`config.mk`:
```
export PLATFORM = sky130hd
export DESIGN_NAME = alu_divider_seq
export DESIGN_NICKNAME = d
export VERILOG_FILES = /design/src/rtl/alu_divider_seq_pkg.sv /design/src/rtl/alu_divider_seq_div_step_cell.sv /design/src/rtl/alu_divider_seq.sv
export SDC_FILE = /design/constraint.sdc
export NUM_CORES = 1
export LEC_CHECK = 0
export ABC_AREA = 1
export CAP_MARGIN = 20
export CELL_PAD_IN_SITES_DETAIL_PLACEMENT = 0
export CELL_PAD_IN_SITES_GLOBAL_PLACEMENT = 2
export CORE_MARGIN = 5
export CORE_UTILIZATION = 32
export DETAILED_ROUTE_END_ITERATION = 10
export PLACE_DENSITY_LB_ADDON = 0.08
export SYNTH_ARGS = -nofsm -noshare
export SYNTH_HDL_FRONTEND = slang
export SYNTH_SLANG_ARGS = --single-unit
```
`constraint.sdc`:
```
create_clock -name clk -period 3.1 [get_ports clk]
set_input_delay 0.62 -clock clk [delete_from_list [all_inputs] [get_ports clk]]
set_output_delay 0.62 -clock clk [all_outputs]
set_load 0.02 [all_outputs]
```
`src/rtl/alu_divider_seq_pkg.sv`:
```
// alu_divider_seq_pkg
//   Shared constants and types for the sequential ALU divider.
//   LEN_DATA     : index of the operand MSB (operands are LEN_DATA+1 bits wide)
//   OP_*         : execute-stage opcode encodings that select this unit
//   div_state_e  : divider control states
//   abs_val      : magnitude of an operand, honouring signed/unsigned mode
package alu_divider_seq_pkg;

  localparam int LEN_DATA = 63;
  localparam int W        = LEN_DATA + 1;

  localparam logic [1:0] OP_DIV  = 2'd0;
  localparam logic [1:0] OP_DIVU = 2'd1;
  localparam logic [1:0] OP_REM  = 2'd2;
  localparam logic [1:0] OP_REMU = 2'd3;

  typedef enum logic [2:0] {
    ST_IDLE = 3'd0,
    ST_PREP = 3'd1,
    ST_ITER = 3'd2,
    ST_FIX  = 3'd3,
    ST_DONE = 3'd4
  } div_state_e;

  // Two's-complement magnitude; the most negative value maps to 2^(W-1),
  // which is still representable as an unsigned W-bit number.
  function automatic logic [W-1:0] abs_val(input logic [W-1:0] v, input logic is_signed);
    abs_val = (is_signed && v[W-1]) ? (~v + 1'b1) : v;
  endfunction

endpackage

```
`src/rtl/alu_divider_seq_div_step_cell.sv`:
```
// alu_divider_seq_div_step_cell
//   One restoring-division step: shift the partial remainder left by one,
//   pulling in the next dividend bit, and keep the trial difference when it
//   does not go negative.
//   rem_in      : current partial remainder (always < divisor_mag)
//   shift_in    : next dividend bit (MSB of the shifting dividend/quotient)
//   divisor_mag : divisor magnitude
//   rem_out     : next partial remainder
//   q_bit       : resolved quotient bit
module alu_divider_seq_div_step_cell
  import alu_divider_seq_pkg::*;
(
  input  logic [W-1:0] rem_in,
  input  logic         shift_in,
  input  logic [W-1:0] divisor_mag,
  output logic [W-1:0] rem_out,
  output logic         q_bit
);

  logic [W:0] shifted;
  logic [W:0] diff;

  assign shifted = {rem_in, shift_in};
  // Because rem_in < divisor_mag, shifted < 2*divisor_mag, so the top bit of
  // the W+1-bit difference is a reliable "went negative" flag.
  assign diff    = shifted - {1'b0, divisor_mag};
  assign q_bit   = ~diff[W];
  assign rem_out = q_bit ? diff[W-1:0] : shifted[W-1:0];

endmodule

```
`src/rtl/alu_divider_seq.sv`:
```
// alu_divider_seq
//   Iterative radix-2 restoring divider (signed or unsigned), one quotient
//   bit per clock. Request side uses req_valid/req_ready, result side uses
//   res_valid/res_ready. Results are held until consumed.
//   clk, rst               : clock, synchronous active-high reset
//   req_valid/req_ready    : request handshake (req_ready high only in IDLE)
//   req_signed             : 1 = two's-complement operands
//   dividend, divisor      : operands
//   res_valid/res_ready    : result handshake
//   quotient, remainder    : result (quotient truncates toward zero,
//                            remainder takes the dividend's sign)
//   div_by_zero            : divisor was zero, qualified by res_valid
module alu_divider_seq
  import alu_divider_seq_pkg::*;
#(
  parameter int ITER_PER_CYCLE = 1,
  parameter bit DIV0_Q_ONES    = 1'b1
) (
  input  logic         clk,
  input  logic         rst,
  input  logic         req_valid,
  output logic         req_ready,
  input  logic         req_signed,
  input  logic [W-1:0] dividend,
  input  logic [W-1:0] divisor,
  output logic         res_valid,
  input  logic         res_ready,
  output logic [W-1:0] quotient,
  output logic [W-1:0] remainder,
  output logic         div_by_zero
);

  localparam int               CNT_W     = $clog2(W);
  localparam logic [CNT_W-1:0] ITER_LAST = CNT_W'(W / ITER_PER_CYCLE - 1);
  localparam logic [W-1:0]     MIN_NEG   = {1'b1, {(W-1){1'b0}}};

  div_state_e       state_q, state_d;
  logic             req_ready_q, req_ready_d;
  logic             res_valid_q, res_valid_d;
  logic [W-1:0]     quotient_q, quotient_d;
  logic [W-1:0]     remainder_q, remainder_d;
  logic             dbz_q, dbz_d;
  logic [CNT_W-1:0] cnt_q, cnt_d;
  logic [W-1:0]     a_q, a_d;
  logic [W-1:0]     b_q, b_d;
  logic             signed_q, signed_d;
  logic             q_neg_q, q_neg_d;
  logic             r_neg_q, r_neg_d;
  logic [W-1:0]     rem_q, rem_d;
  logic [W-1:0]     dq_q, dq_d;     // dividend shifts out the top, quotient in at the bottom
  logic [W-1:0]     bmag_q, bmag_d;

  logic [W-1:0]     step_rem;
  logic             step_qbit;

  alu_divider_seq_div_step_cell u_step (
    .rem_in      (rem_q),
    .shift_in    (dq_q[W-1]),
    .divisor_mag (bmag_q),
    .rem_out     (step_rem),
    .q_bit       (step_qbit)
  );

  always_comb begin
    state_d     = state_q;
    req_ready_d = req_ready_q;
    res_valid_d = res_valid_q;
    quotient_d  = quotient_q;
    remainder_d = remainder_q;
    dbz_d       = dbz_q;
    cnt_d       = cnt_q;
    a_d         = a_q;
    b_d         = b_q;
    signed_d    = signed_q;
    q_neg_d     = q_neg_q;
    r_neg_d     = r_neg_q;
    rem_d       = rem_q;
    dq_d        = dq_q;
    bmag_d      = bmag_q;

    case (state_q)
      ST_IDLE: begin
        if (req_valid && req_ready_q) begin
          a_d         = dividend;
          b_d         = divisor;
          signed_d    = req_signed;
          q_neg_d     = req_signed & (dividend[W-1] ^ divisor[W-1]);
          r_neg_d     = req_signed & dividend[W-1];
          req_ready_d = 1'b0;
          state_d     = ST_PREP;
        end
      end

      ST_PREP: begin
        if (b_q == '0) begin
          dbz_d       = 1'b1;
          quotient_d  = DIV0_Q_ONES ? '1 : '0;
          remainder_d = a_q;
          state_d     = ST_DONE;
        end else if (signed_q && (a_q == MIN_NEG) && (b_q == '1)) begin
          // Only signed case whose true quotient (+2^(W-1)) does not fit.
          dbz_d       = 1'b0;
          quotient_d  = MIN_NEG;
          remainder_d = '0;
          state_d     = ST_DONE;
        end else begin
          dbz_d   = 1'b0;
          rem_d   = '0;
          dq_d    = abs_val(a_q, signed_q);
          bmag_d  = abs_val(b_q, signed_q);
          cnt_d   = '0;
          state_d = ST_ITER;
        end
      end

      ST_ITER: begin
        rem_d = step_rem;
        dq_d  = {dq_q[W-2:0], step_qbit};
        cnt_d = cnt_q + 1'b1;
        if (cnt_q == ITER_LAST) begin
          state_d = ST_FIX;
        end
      end

      ST_FIX: begin
        quotient_d  = q_neg_q ? (~dq_q + 1'b1) : dq_q;
        remainder_d = r_neg_q ? (~rem_q + 1'b1) : rem_q;
        state_d     = ST_DONE;
      end

      ST_DONE: begin
        // res_valid rises one clock after entering DONE so the result
        // registers have settled before they are advertised.
        if (!res_valid_q) begin
          res_valid_d = 1'b1;
        end else if (res_ready) begin
          res_valid_d = 1'b0;
          req_ready_d = 1'b1;
          state_d     = ST_IDLE;
        end
      end

      default: begin
        state_d     = ST_IDLE;
        req_ready_d = 1'b1;
        res_valid_d = 1'b0;
      end
    endcase
  end

  always_ff @(posedge clk) begin
    if (rst) begin
      state_q     <= ST_IDLE;
      req_ready_q <= 1'b1;
      res_valid_q <= 1'b0;
      quotient_q  <= '0;
      remainder_q <= '0;
      dbz_q       <= 1'b0;
      cnt_q       <= '0;
      a_q         <= '0;
      b_q         <= '0;
      signed_q    <= 1'b0;
      q_neg_q     <= 1'b0;
      r_neg_q     <= 1'b0;
      rem_q       <= '0;
      dq_q        <= '0;
      bmag_q      <= '0;
    end else begin
      state_q     <= state_d;
      req_ready_q <= req_ready_d;
      res_valid_q <= res_valid_d;
      quotient_q  <= quotient_d;
      remainder_q <= remainder_d;
      dbz_q       <= dbz_d;
      cnt_q       <= cnt_d;
      a_q         <= a_d;
      b_q         <= b_d;
      signed_q    <= signed_d;
      q_neg_q     <= q_neg_d;
      r_neg_q     <= r_neg_d;
      rem_q       <= rem_d;
      dq_q        <= dq_d;
      bmag_q      <= bmag_d;
    end
  end

  assign req_ready   = req_ready_q;
  assign res_valid   = res_valid_q;
  assign quotient    = quotient_q;
  assign remainder   = remainder_q;
  assign div_by_zero = dbz_q;

endmodule

```
==> results.ini, run 1 <==
[routing]
wl_per_cell_um = 23.1
drt_wl_total_um = 168000
route.vias.total = 37485
drtAntennaViolNets = 0
met1Wirelength_um = 81200
first_pass_iters = 6
drc_errors = 0
met2_length_um = 69400
via_per_inst = 5.15
drtIter0Drc = 3385
wl_met3_um = 13200
dr.max_layer_used = met5

[worst_setup_path]
crit_required_ns = 3.70
worst_r2r_path_depth = 13
crit_arrival_ns = 3.55
end_kind = flop
path_max_fanout = 61
start_kind = flop
worstSetupPathType = flop to flop
reg2reg_to = bmag_q[48]$_SDFFE_PP0P_
ff2ff_setup_slack_ns = 0.15
r2r_start = a_q[1]$_SDFFE_PP0P_

[power_and_ir_drop]
cell_internal_pwr_w = 0.0205
seqPwrFrac = 0.184
vdd_ir_drop_max_mv = 0.573
combinationalPowerShare = 0.663
p_switching_w = 0.0271
swShare = 0.569
power_frac_clock = 0.153
power_per_cell_area_nw_per_um2 = 1190
power_leakage_nw = 18.4

[floorplan]
dieArea_um2 = 109000
coreArea_um2 = 102000
row_count = 117
dieHeight_um = 330
start_util = 0.322
pin_count = 264
die_x_um = 330

[sta]
slew_headroom = 0.387
period_minus_slack_ns = 2.95
tightest_slew_ns = 0.919
finalClockSkew_ns = 0.0368
rsz0062_at_grt = true
fmax_ghz = 0.339
setup_tns_ns = 0
fin_crit_sh = 0.952
finalSetupViolCount = 0
hold_violations = 0
report.final.slew_viol_count = 0

[final_layout]
seqCellArea_um2 = 9270
multi_input_comb_area_um2 = 19700
fin_nets = 6070
drive_gt1_frac = 0.0661
n_fill_cell = 11473
area_delta_synth_final_pct = 21.7
final_util = 0.393
finish.instance_area_um2 = 40000
layout.cells.non_filler = 7284

[worst_hold_path]
hp-class = primary input to flop
hold_path_end = signed_q$_SDFFE_PP0P_
min_from = rst
min_path_cells = 2

[synth]
seq_area_frac_synth = 0.282
syn_nets = 5779
synth.area.top_cells = dfxtp_1 (28%), nand2_1 (17%), a21oi_1 (8.8%)
netlist_area_um2 = 32900
ys_seq_elements = 463
synthCells = 5575
yosys.area.top_type_share = 0.282
synth_cell_types = 54
syn_avg_cell_area_um2 = 5.89
synth_warnings = 0
synth_top_area_cell = dfxtp_1

[flow_run]
cap_violations = 0

[clock_tree]
clock-sinks = 463
cts_root_buf = clkbuf_16
cts_hold_buf = 0
cts.reportedPaths.clkPinSlew_ns = 0.06
cts_buffer_depth = 3
insertion_delay_ns = 0.68
cts_tree = built
cts_buffers = 59
htree_num_levels = 2

[placement]
place_inst = 7169
place_congestion = 0.934
io_buffers = 263
placed_cell_area_um2 = 37800
dp.final_hpwl_um = 136000

[global_route]
grt_max_degree = 131
grt_overflow_total = 0
grt_pass1_wl_um = 240000
antenna_found_initial = 6
grt_pass1_vias = 34960
grt_use_total = 0.297

[outcome]
status = completed

-- worst max path at each step --
| stage | startpoint | to | slack, ns | cells past startpoint |
|---|---|---|---|---|
| finish | a_q[1]$_SDFFE_PP0P_ | bmag_q[48]$_SDFFE_PP0P_ | 0.15 | 13 |
| global route | dq_q[63]$_SDFFE_PP0P_ | rem_q[25]$_SDFFE_PP0P_ | -0.005 | 20 |
| CTS | bmag_q[32]$_SDFFE_PP0P_ | rem_q[25]$_SDFFE_PP0P_ | 0.06 | 16 |
| detailed placement | b_q[11]$_SDFFE_PP0P_ | bmag_q[22]$_SDFFE_PP0P_ | -0.14 | 10 |
| global placement | b_q[11]$_SDFFE_PP0P_ | bmag_q[22]$_SDFFE_PP0P_ | -0.20 | 10 |
| floorplan | dq_q[63]$_SDFFE_PP0P_ | rem_q[2]$_SDFFE_PP0P_ | 0.71 | 20 |
-- synthesized netlist by cell type, drive strengths merged --
cell	number
nand2	1486
inv	766
nor2	649
a21oi	581
dfxtp	463
nand3	453
o21ai	412
clkbuf	128
xor2	99
nand4	97
buf	91
nor3	84
ha	70
o31ai	30
xnor2	30
nand3b	23
o21bai	15
a211oi	13
or2	13
o22ai	10
o211ai	9
a31oi	8
and2	7
and3	7
nor3b	6
nor4	6
a22oi	3
clkinv	3
dlygate4sd1	3
o32ai	3
o2111ai	2
o21a	2
a21boi	1
fa	1
o41ai	1
-- cell usage in the layout (no fill, tap or decap), drive strengths merged --
cell type and count:
nand2 1486, inv 768, nor2 649, a21oi 581, dfxtp 463, nand3 453
o21ai 412, clkdlybuf4s50 262, buf 189, xor2 99, nand4 97, clkbuf 86
nor3 84, ha 70, o31ai 30, xnor2 30, nand3b 23, o21bai 15
clkinv 15, or2 13, a211oi 13, o22ai 10, o211ai 9, a31oi 8
and3 7, and2 7, nor3b 6, nor4 6, bufinv 6, clkinvlp 4
o32ai 3, a22oi 3, diode 2, o2111ai 2, o21a 2, a21boi 1
o41ai 1, fa 1
-- repair_timing --
item,CTS,global route
endpoints found under the setup margin,22,76
setup buffers,0,3
resized for setup,4,25
cloned,0,1
pin swaps,0,2
-- power groups by stage --
stage	logic (W)	clock network (W)	registers (W)
6_report	0.0315	0.00725	0.00875
5_1_grt	0.0342	0.00765	0.00893
4_1_cts	0.0305	0.00745	0.00875
3_5_place_dp	0.0303	0	0.00887
3_3_place_gp	0.0306	0	0.00885
2_1_floorplan	0.0185	0	0.00842
-- sequential cells by signal (all words and copies together), names as in the netlist --
register,cells
a_q,64
b_q,64
bmag_q,64
cnt_q,6
div_by_zero,1
dq_q,64
q_neg_q,1
quotient,64
r_neg_q,1
rem_q,64
remainder,64
req_ready,1
res_valid,1
signed_q,1
state_q,3
-- through the flow --
step / total power (W) / setup slack [ns] / hold WS (ns)
after floorplan: 0.0269 / 0.706 / 0.433
after global placement: 0.0394 / -0.199 / 0.449
after detailed placement: 0.0392 / -0.141 / 0.452
after CTS: 0.0467 / 0.0598 / 0.303
after global routing: 0.0508 / -0.00519 / 0.341
final: 0.0476 / 0.147 / 0.345
-- area by class of cell --
type | instances | area share
inverters | 769 | 0.0725
multi-input cells | 4121 | 0.494
repair buffers | 452 | 0.109
clock inverters | 24 | 0.00757
diodes | 2 | 0.000125
clock buffers | 85 | 0.0421
flip-flops and latches | 463 | 0.232
well taps | 1368 | 0.0428
-- metal layers --
layer,GRT usage,vias up
li1,-,18582
met1,0.438,17496
met2,0.437,1235
met3,0.0656,170
met4,0.0758,2
met5,0,-
-- cell families (layout without fill, tap and decap cells) --
group | count (synthesis) | count (layout) | synth area share
AOI/OAI and AO/OA | 1090 | 1090 | 0.173
xor gates and xnor gates | 129 | 129 | 0.0344
adders and majority gates | 71 | 71 | 0.0273
buffers and inverters | 991 | 1330 | 0.121
DFF | 463 | 463 | 0.282
other | 0 | 2 | 0
and+or+nand+nor | 2831 | 2831 | 0.362
-- worst max-delay path: stages, from the launching register on --
cell     delay [ns]
dfxtp_1        0.29
inv_1          0.13
ha_1           0.27
nand2_1        0.13
nor2_4         0.15
nand2_1        0.14
nor2_2         0.33
nand3_2        0.17
nor2_1         0.19
nor2_1         0.09
nand2_4        0.18
buf_16         0.32
nand2_2        0.25
o21ai_0        0.19
No activity file was read; power rests on OpenSTA's default activity.
==> run 2: changes to the inputs <==
--- a/config.mk
+++ b/config.mk
@@ -12,6 +12,7 @@
 export CORE_MARGIN = 5
 export CORE_UTILIZATION = 32
 export DETAILED_ROUTE_END_ITERATION = 10
+export GPL_TIMING_DRIVEN = 0
 export PLACE_DENSITY_LB_ADDON = 0.08
 export SYNTH_ARGS = -nofsm -noshare
 export SYNTH_HDL_FRONTEND = slang
==> run 2 against run 1 <==
The run now ends with negative setup slack left. Sequential power rose by 2.7%. Cell area rose by 0.41%. Critical path depth fell by 4. Final cell count rose by 0.84%. Flip-flop and latch count did not move. Clock power rose by 11%. Routed wire length rose by 13%. Clock-buffer cell count fell by 4. Via count rose by 4.7%. Hold slack improved by 0.11 ns. Largest cell class unchanged.
==> results.ini, run 2 (synthesis gave the netlist of run 1 again) <==
[outcome]
status = finished, violations left
violations = negative setup slack

[power_and_ir_drop]
power_frac_clock = 0.165
cell_internal_pwr_w = 0.0208
power_per_cell_area_nw_per_um2 = 1210
combinationalPowerShare = 0.651
vdd_ir_drop_max_mv = 0.600
power_leakage_nw = 18.3
power_w = 0.0487
seqPwrFrac = 0.184
p_switching_w = 0.0279
swShare = 0.573

[routing]
drt_wl_total_um = 190000
via_per_inst = 5.34
wl_per_cell_um = 25.8
drtIter0Drc = 4406
first_pass_iters = 6
drtAntennaViolNets = 0
route.vias.total = 39239
drc_errors = 0

[sta]
tightest_slew_ns = 1.26
period_minus_slack_ns = 3.12
setup_ws_ns = -0.0202
finalSetupViolCount = 5
rsz0062_at_grt = true
slew_headroom = 0.161
hold_violations = 0
fmax_ghz = 0.320
report.final.slew_viol_count = 0
setup_tns_ns = -0.0594
finalClockSkew_ns = 0.0202
fin_crit_sh = 1.01

[global_route]
grt_use_total = 0.334
grt_max_degree = 20
antenna_found_initial = 15
grt_pass1_wl_um = 262000
grt_overflow_total = 0
grt_pass1_vias = 35904

[flow_run]
cap_violations = 0

[worst_setup_path]
crit_arrival_ns = 3.71
path_cells = inv_2 -> nand2_1 -> nor2_2 -> clkbuf_1 -> clkbuf_1 -> nand2_1 -> nor2_1 -> a21oi_1 -> a21oi_1
worst_r2r_path_depth = 9
reg2reg_to = remainder[41]$_SDFFE_PP0P_
critPathMaxStageDelay_ns = 0.65
path_depth = 9
path_max_fanout = 10
end_kind = flop
start_kind = flop
crit_end = remainder[41]$_SDFFE_PP0P_
r2r_start = state_q[2]$_SDFFE_PP0P_
ff2ff_setup_slack_ns = -0.02
path_delay_family = buffers and inverters
critical_path_buf_inv_count = 3
startpoint = state_q[2]$_SDFFE_PP0P_
crit_required_ns = 3.69
cp_slowest_cell = clkbuf_1
worstSetupPathType = flop to flop

[clock_tree]
cts_hold_buf = 0
cts.reportedPaths.clkPinSlew_ns = 0.06
clock-sinks = 463
cts_buffer_depth = 3
cts_buffers = 58
insertion_delay_ns = 0.67
cts_root_buf = clkbuf_16
htree_num_levels = 2
cts_tree = built

[worst_hold_path]
hp-class = flop to flop
min_from = quotient[3]$_SDFFE_PP0P_

[placement]
io_buffers = 263
dp.final_hpwl_um = 160000
placed_cell_area_um2 = 37300
place_congestion = 0.984
place_ws_ns = -0.738

[final_layout]
layout_commonest_cell = nand2_1
final_cell_mix = nand2_1 (1,462), inv_1 (739), nor2_1 (612)
final_util = 0.394
area_delta_synth_final_pct = 22.2
drive_gt1_frac = 0.0613
finish.instance_area_um2 = 40200
fin_nets = 6128

[floorplan]
start_util = 0.322
row_count = 117
dieHeight_um = 330
dieArea_um2 = 109000
die_x_um = 330
coreArea_um2 = 102000
pin_count = 264

-- run 2: per-stage QoR --
stage,cells,hold WS (ns)
after floorplan,5575,0.433
after global placement,7206,0.448
after detailed placement,7214,0.449
after CTS,7325,0.459
after global routing,7340,0.472
final,7345,0.456
-- run 2: final cells by class --
type	instances	area, um2
clock buffers	81	1670
diodes	5	12.5
clock inverters	27	539
multi-input cells	4122	20000
repair buffers	290	2910
well taps	1368	1710
inverters	769	2910
flip-flops and latches	463	9280
plain buffers	220	1150
fillers	11647	61700
-- run 2: power by group through the flow --
stage                     registers (W)  clock network, W  logic, W
final                           0.00899           0.00802    0.0317
after global routing            0.00910           0.00834    0.0343
after CTS                       0.00893           0.00812    0.0301
after detailed placement        0.00905                 0    0.0295
after global placement          0.00903                 0    0.0296
after floorplan                 0.00842                 0    0.0185
-- run 2: how the worst min path moves through the flow --
stage	endpoint	cells past startpoint
final	quotient[3]$_SDFFE_PP0P_	2
after global routing	quotient[7]$_SDFFE_PP0P_	2
after CTS	quotient[31]$_SDFFE_PP0P_	2
after detailed placement	quotient[31]$_SDFFE_PP0P_	2
after global placement	quotient[5]$_SDFFE_PP0P_	2
after floorplan	bmag_q[16]$_SDFFE_PP0P_	2
-- run 2: repair_timing --
action                                  4_1_cts  5_1_grt
endpoints found under the setup margin      312      294
pin swaps                                     3        7
gates cloned                                  1        2
setup buffers                                 3       12
resized for setup                            60       93
-- run 2: routing by layer --
| layer | vias to the layer above | part of all wire | GRT usage |
|---|---|---|---|
| li1 | 18690 | - | - |
| met1 | 18740 | 0.47 | 0.499 |
| met2 | 1631 | 0.41 | 0.488 |
| met3 | 178 | 0.10 | 0.0797 |
| met4 | 0 | 0.022 | 0.0711 |
| met5 | - | 0 | 0 |
-- run 2: worst min-delay path: cells and delay by family (launching register included) --
family / cells / cell delay (ns)
flops: 1 / 0.30
simple gates: 1 / 0.06
compound gates: 1 / 0.05
